===== src/rtl/sqrt_nr_engine.sv =====
// sqrt_nr_engine: iterative non-restoring integer square root.
// Produces one root bit per cycle, then spends one cycle correcting the
// remainder before presenting the result. The start/busy/done handshake
// lets a new operation start in the same cycle that done is high.
// Optional build macro SQRT_ROUND_EN: when defined, result is rounded to
// the nearest integer and saturates at the top of the root range.
// The remainder output always reports the floor remainder.
module sqrt_nr_engine #(
    parameter int DW = 16
) (
    input  logic            clk,
    input  logic            rst,
    input  logic            start,
    input  logic [DW-1:0]   data,
    output logic            busy,
    output logic            done,
    output logic [DW/2-1:0] result,
    output logic [DW/2:0]   remainder
);

    localparam int QW = DW / 2;
    localparam int RW = DW / 2 + 2;
    localparam int CW = $clog2(DW / 2 + 1);

    generate
        if (((DW % 2) != 0) || (DW < 4)) begin : g_bad_dw
            $error("sqrt_nr_engine: DW must be even and >= 4");
        end
    endgenerate

    typedef enum logic [1:0] {
        ST_IDLE = 2'd0,
        ST_ITER = 2'd1,
        ST_FIX  = 2'd2,
        ST_DONE = 2'd3
    } state_t;

    state_t          state_r;
    state_t          state_nxt_s;
    logic            load_s;
    logic [DW-1:0]   d_r;
    logic [QW-1:0]   q_r;
    logic [RW-1:0]   r_r;
    logic [CW-1:0]   cnt_r;
    logic            busy_r;
    logic            done_r;
    logic [QW-1:0]   result_r;
    logic [QW:0]     remainder_r;

    logic [1:0]      pair_s;
    logic [RW-1:0]   t_s;
    logic [RW-1:0]   r_step_s;
    logic [QW-1:0]   q_step_s;
    logic [RW-1:0]   r_fix_s;
    logic [QW:0]     rem_s;
    logic [QW-1:0]   res_s;
`ifdef SQRT_ROUND_EN
    logic [QW:0]     sum_s;
`endif

    // State register; reset abandons any operation in flight.
    always_ff @(posedge clk or posedge rst) begin
        if (rst) begin
            state_r <= ST_IDLE;
        end else begin
            state_r <= state_nxt_s;
        end
    end

    // Next-state logic; start only matters when the engine is not busy.
    always_comb begin
        state_nxt_s = state_r;
        load_s      = 1'b0;
        case (state_r)
            ST_IDLE: begin
                if (start) begin
                    state_nxt_s = ST_ITER;
                    load_s      = 1'b1;
                end else begin
                    state_nxt_s = ST_IDLE;
                end
            end
            ST_ITER: begin
                if (cnt_r == {CW{1'b0}}) begin
                    state_nxt_s = ST_FIX;
                end else begin
                    state_nxt_s = ST_ITER;
                end
            end
            ST_FIX: begin
                state_nxt_s = ST_DONE;
            end
            ST_DONE: begin
                if (start) begin
                    state_nxt_s = ST_ITER;
                    load_s      = 1'b1;
                end else begin
                    state_nxt_s = ST_IDLE;
                end
            end
            default: begin
                state_nxt_s = ST_IDLE;
            end
        endcase
    end

    // One non-restoring step plus the final remainder correction and result form.
    always_comb begin
        pair_s = d_r[{cnt_r, 1'b0} +: 2];
        t_s    = {r_r[RW-3:0], pair_s};
        if (!r_r[RW-1]) begin
            r_step_s = t_s - {q_r, 2'b01};
        end else begin
            r_step_s = t_s + {q_r, 2'b11};
        end
        q_step_s = {q_r[QW-2:0], ~r_step_s[RW-1]};
        if (r_r[RW-1]) begin
            r_fix_s = r_r + {1'b0, q_r, 1'b1};
        end else begin
            r_fix_s = r_r;
        end
        rem_s = r_fix_s[QW:0];
`ifdef SQRT_ROUND_EN
        // x.5 is impossible, so remainder > root is exactly "round up".
        sum_s = {1'b0, q_r} + {{QW{1'b0}}, (rem_s > {1'b0, q_r})};
        if (sum_s[QW]) begin
            res_s = {QW{1'b1}};
        end else begin
            res_s = sum_s[QW-1:0];
        end
`else
        res_s = q_r;
`endif
    end

    // Datapath registers and held outputs; result/remainder change only on DONE entry.
    always_ff @(posedge clk or posedge rst) begin
        if (rst) begin
            d_r         <= {DW{1'b0}};
            q_r         <= {QW{1'b0}};
            r_r         <= {RW{1'b0}};
            cnt_r       <= {CW{1'b0}};
            busy_r      <= 1'b0;
            done_r      <= 1'b0;
            result_r    <= {QW{1'b0}};
            remainder_r <= {(QW+1){1'b0}};
        end else begin
            busy_r <= (state_nxt_s == ST_ITER) || (state_nxt_s == ST_FIX);
            done_r <= (state_nxt_s == ST_DONE);
            if (load_s) begin
                d_r   <= data;
                q_r   <= {QW{1'b0}};
                r_r   <= {RW{1'b0}};
                cnt_r <= CW'(QW - 1);
            end else begin
                case (state_r)
                    ST_ITER: begin
                        r_r   <= r_step_s;
                        q_r   <= q_step_s;
                        cnt_r <= cnt_r - {{(CW-1){1'b0}}, 1'b1};
                    end
                    ST_FIX: begin
                        r_r         <= r_fix_s;
                        result_r    <= res_s;
                        remainder_r <= rem_s;
                    end
                    default: begin
                        r_r <= r_r;
                    end
                endcase
            end
        end
    end

    assign busy      = busy_r;
    assign done      = done_r;
    assign result    = result_r;
    assign remainder = remainder_r;

endmodule


===== config.mk =====
export PLATFORM = sky130hd
export DESIGN_NAME = sqrt_nr_engine
export DESIGN_NICKNAME = d
export VERILOG_FILES = /design/src/rtl/sqrt_nr_engine.sv
export SDC_FILE = /design/constraint.sdc
export NUM_CORES = 1
export LEC_CHECK = 0
export ABC_AREA = 0
export CORE_AREA = 2 2 121 64
export CTS_BUF_LIST = sky130_fd_sc_hd__clkbuf_4
export DETAILED_ROUTE_END_ITERATION = 7
export DIE_AREA = 0 0 123 66
export PLACE_DENSITY = 0.83
export SETUP_SLACK_MARGIN = 0.4
export SLEW_MARGIN = 0
export SYNTH_ARGS = -nofsm -noshare
export SYNTH_HDL_FRONTEND = slang
export SYNTH_SLANG_ARGS = --single-unit
export TNS_END_PERCENT = 100

===== constraint.sdc =====
create_clock -name clk -period 2.5 [get_ports clk]
set_clock_uncertainty 0.05 [all_clocks]
set_input_delay 0.75 -clock clk [delete_from_list [all_inputs] [get_ports clk]]
set_output_delay 0.75 -clock clk [all_outputs]
set_load 0.005 [all_outputs]

# After elaboration in Yosys (flattened, before gate mapping)
# Cells that the tools add are included.
[totals]
ramBits = 0
latch_bits = 0
reg_bits = 59
memories = 0
rom_bits = 0
wordCells = 42
inputBits = 19
output_inout_bits = 19
[op_classes]
n_bitwise = 2
mul = 0
n_eq_ne = 6
shifts = 1
div_mod_pow = 0
n_addsub = 4
magnitude_cmp = 0
mux = 13
reduce_logical = 7
[ops]
columns = ["cell", "count"]
rows = [
  ["2-to-1 mux 10 bit", 3],
  ["case mux 10 bit (2 select lines)", 1],
  ["2-to-1 mux 8 bit", 2],
  ["indexed part select 16 x 6 -> 2 bit", 1],
  ["adder 10 bit", 1],
  ["adder 10 x 9 -> 10 bit", 1],
  ["subtractor 10 bit", 1],
  ["equality test 2 bit (second input constant)", 4],
  ["2-to-1 mux 4 bit", 2],
  ["case mux 2 bit (3 select lines)", 1],
  ["equality test 2 x 1 -> 1 bit (second input constant)", 2],
  ["zero test 4 bit", 1],
  ["subtractor 4 x 1 -> 4 bit (second input constant)", 1],
  ["2-to-1 mux 1 bit", 3],
  ["nonzero test 3 bit", 1],
  ["zero test 2 bit", 1],
  ["2-to-1 mux 2 bit", 1],
  ["inverter 1 bit", 2],
  ["AND reduction 2 bit", 1],
  ["nonzero test 2 bit", 1],
  ["OR reduction 2 bit", 1],
  ["logical OR 1 bit", 1],
]

# Longest topological paths before layout
[depth]
ltp_word = 6
ltp_mapped = 11
depth_no_buf = 10

# Worst setup path before layout
# OpenSTA, ideal clock, no wires.
[synth_timing]
path_kind = "reg2reg"
startpoint = "reg r_r[9]"
endpoint = "reg r_r[9]"
path_slack_ns = -0.212
n_path_buf = 3
t_required_ns = 2.318
path_stages_with_launch = 11
setup_time_ns = 0.132
arrival_ns = 2.530
period_less_slack_ns = 2.712
cell_sequence = "dfrtp_1 buf_2 buf_1 buf_2 xnor2_1 ha_1 nor4b_1 a22oi_2 o21ai_4 o2111a_1 nor4_2"
[synth_between]
elab_chain_cells = 4
elab_cells_between_ends = 5
classes_between = "add/sub (1); mux (4)"
[synth_rtl]
columns = ["element", "line_no", "rtl"]
rows = [
  ["start, declared", "43", "logic [RW-1:0] r_r;"],
  ["start signal, assigned", "141", "r_r <= {RW{1'b0}};"],
  ["start signal, assigned", "153", "r_r <= {RW{1'b0}};"],
  ["start signal, assigned", "158", "r_r <= r_step_s;"],
  ["adder 10 x 9 -> 10 bit", "118", "r_fix_s = r_r + {1'b0, q_r, 1'b1};"],
  ["2-to-1 mux 10 bit", "117", "if (r_r[RW-1]) begin"],
  ["case mux 10 bit (2 select lines) *", "156", "case (state_r)"],
  ["2-to-1 mux 10 bit *", "150", "if (load_s) begin"],
]
# Mark *: on every way between the ends. The rest lies on a longest branch, timed or not.
# A chain may end at the register's enable or synchronous reset.

# Worst setup path after layout
[layout_timing]
startpoint = "reg cnt_r[0]"
endpoint = "reg r_r[6]"
[layout_between]
elab_chain_cells = 5
elab_cells_between_ends = 6
classes_between = "add/sub (2); shift (1); mux (3)"
[layout_rtl]
columns = ["element", "line_no", "rtl"]
rows = [
  ["start, declared", "44", "logic [CW-1:0] cnt_r;"],
  ["start signal, assigned", "142", "cnt_r <= {CW{1'b0}};"],
  ["start signal, assigned", "154", "cnt_r <= CW'(QW - 1);"],
  ["start signal, assigned", "160", "cnt_r <= cnt_r - {{(CW-1){1'b0}}, 1'b1};"],
  ["indexed part select 16 x 6 -> 2 bit *", "109", "pair_s = d_r[{cnt_r, 1'b0} +: 2];"],
  ["subtractor 10 bit or adder 10 bit (tied branches)", "112, 114", ""],
  ["2-to-1 mux 10 bit *", "111", "if (!r_r[RW-1]) begin"],
  ["case mux 10 bit (2 select lines) *", "156", ""],
  ["2-to-1 mux 10 bit *", "150", ""],
  ["end signal, assigned", "153", ""],
  ["end signal, assigned", "158", ""],
  ["end signal, assigned", "163", "r_r <= r_fix_s;"],
]
# Marked as above.

==> impl_metrics.env <==
export IMPL_outcome="finished clean"
export IMPL_antennaDiodeCount=0
export IMPL_die_area_um2=8120
export IMPL_critPathMaxFanout=5
export IMPL_synthArstFlopShare=1.00
export IMPL_yosysMostFrequentCell="nand2_1"
export IMPL_final_util=0.651
export IMPL_vias=3253
export IMPL_netlist_instances=388
export IMPL_clockRootBuffer="clkbuf_4"
export IMPL_cap_violations=0
export IMPL_clk_latency_ns=0.43
export IMPL_routed_wl_um=10100
export IMPL_hold_slack_ns=0.426
export IMPL_num_fill_cells=570
export IMPL_worstMarginPinSlew_ns=0.475
export IMPL_hold_violations=0
export IMPL_grtUsageTotal=0.269
export IMPL_ys_types=60
export IMPL_cts_tree="done"
export IMPL_rsz0062_at_grt="yes"
export IMPL_synth_common_cells="nand2_1, dfrtp_1, nor2_1, ha_1, xnor2_1"
export IMPL_synthTopCellsByArea="dfrtp_1, nand2_1, ha_1, xnor2_1, mux2i_1"
export IMPL_fin_tns_setup_ns=0
export IMPL_seq_area_frac_synth=0.406
export IMPL_critPathArrivalTime_ns=2.79
export IMPL_num_rows=22
export IMPL_syn_to_final_growth_pct=27.0
export IMPL_min_path_type="flip-flop to flip-flop"
export IMPL_final_max_slew_viol_count=0
export IMPL_drt_iter0_markers=357
export IMPL_drive_above_1_share=0.220
export IMPL_ys_warn_count=0
export IMPL_final_area_um2=4620
export IMPL_cts_made_buffers=9
export IMPL_h_tree_depth=3
export IMPL_period_share=0.990
export IMPL_firstDrtPassIters=7
export IMPL_die_h_um=66
export IMPL_top_level_ports=38
export IMPL_core_um2=7100
export IMPL_via_per_inst=5.96
export IMPL_initial_core_util=0.512
export IMPL_hpwl_um=7160
export IMPL_drcViolationCount=0
export IMPL_start_kind="flip-flop"
export IMPL_syn_area_um2=3640
export IMPL_nets=484
export IMPL_grt_start_max_net_pins=60
export IMPL_numClockSinks=59
export IMPL_slew_headroom=0.681
export IMPL_grt_pass1_vias=3007
export IMPL_period_needed_ns=2.47
export IMPL_wl_per_cell_um=18.6
export IMPL_drtAntennaViolNets=0
export IMPL_ys_ff_latch=59
export IMPL_critPathCaptureType="flip-flop"
export IMPL_die_w_um=123
export IMPL_netlist_area_leader_share=0.406
export IMPL_clkTransAtPathRegs_ns=0.10
export IMPL_worstSetupPathType="flip-flop to flip-flop"
export IMPL_synth_area_per_cell_um2=9.38
export IMPL_synth_top_area_cell="dfrtp_1"
export IMPL_critPathRequiredTime_ns=2.82
export IMPL_gp_congestion=0.975
export IMPL_fmax_mhz=404
export IMPL_synth_ff_type="dfrtp_1"
export IMPL_globalRouteOverflowTotal=0
export IMPL_grt_first_pass_wirelength_um=16000
export IMPL_io_buffers=37
export IMPL_antenna_found_initial=0
export IMPL_syn_nets=427
export IMPL_dpl_instance_area_um2=4190
export IMPL_clockBufferDepth=2
export IMPL_synth_edf_count=0
export IMPL_finalSetupViolations=0
## logic make-up after synthesis
family	count (synthesis)	share of synthesized area
DFF	59	0.406
muxes	26	0.0880
adders and majority gates	20	0.0708
AOI/OAI and AO/OA	80	0.153
buffers and inverters	35	0.0409
and+or+nand+nor	147	0.191
xor gates and xnor gates	21	0.0506
## path summary, 6_finish.rpt
kind,endpoint,slack (ns),cells after the start,start
setup / recovery,r_r[6]$_DFFE_PP0P_,0.03,10,cnt_r[0]$_DFFE_PP0P_
hold / removal,remainder[1]$_DFFE_PP0P_,0.43,2,remainder[1]$_DFFE_PP0P_
setup reg to reg,r_r[6]$_DFFE_PP0P_,0.03,10,cnt_r[0]$_DFFE_PP0P_
hold reg to reg,remainder[1]$_DFFE_PP0P_,0.43,2,remainder[1]$_DFFE_PP0P_
max in group asynchronous,q_r[1]$_DFFE_PP0P_,1.43,3,rst
min in group asynchronous,remainder[2]$_DFFE_PP0P_,0.68,3,rst
## registers in the layout, indices dropped and copies added, names as in the netlist
register	cells
remainder	9
q_r	8
busy	1
done	1
state_r	2
result	8
r_r	10
d_r	16
cnt_r	4
## critical path, stage by stage, from the launching register on
cell and delay (ns):
dfrtp_2 0.48, mux4_2 0.35, nor2_1 0.04, or3_4 0.38
ha_4 0.18, nor2b_4 0.11, o21ai_2 0.06, a21o_1 0.20
and4_1 0.15, o31a_1 0.27, a21oi_1 0.13
## cells in the final DEF, fill, tap and decap left out, types with 6 or more instances in the layout
cell	netlist	layout
dfrtp_2	0	7
mux2i_1	14	13
nor3b_1	6	6
dlygate4sd2_1	0	17
clkbuf_4	1	10
nor2_1	20	20
a211oi_2	1	7
xnor2_1	19	15
ha_1	19	15
clkdlybuf4s50_1	0	18
dfrtp_1	59	52
buf_4	1	25
nor3_1	6	6
a21oi_1	14	12
nand2_1	83	82
inv_1	14	13
o21ai_0	14	13
a21o_1	7	7
mux2_2	6	6
## stage by stage
step                      worst slack, ns  std cells
after global routing              -0.0452        546
after detailed placement           0.0220        517
after floorplan                     0.156        388
after global placement             0.0845        517
final                              0.0260        546
after CTS                          0.0848        543
## what timing repair did
item | CTS | global route
hold buffers | 0 | 0
setup endpoints to repair | 30 | 15
setup buffers | 10 | 3
gates resized for setup | 29 | 35
cloned | 0 | 0
pin swaps | 9 | 20
## cell type report
type	count	area, um^2	area share
Multi-Input combinational cell	294	2220	0.481
Sequential cell	59	1490	0.321
Timing Repair Buffer	67	607	0.131
Tap cell	96	120	0.0260
Clock buffer	10	75.1	0.0162
Clock inverter	6	56.3	0.0122
Inverter	14	56.3	0.0122
## per-layer routing
metal	part of all wire	global-route usage
met5	0	0
met4	0.016	0.0781
met3	0.13	0.104
met2	0.40	0.363
met1	0.46	0.395
Power is left out: the tool's default activity adds up to more than one toggle a clock period on the data nets, which glitch-free logic cannot reach.
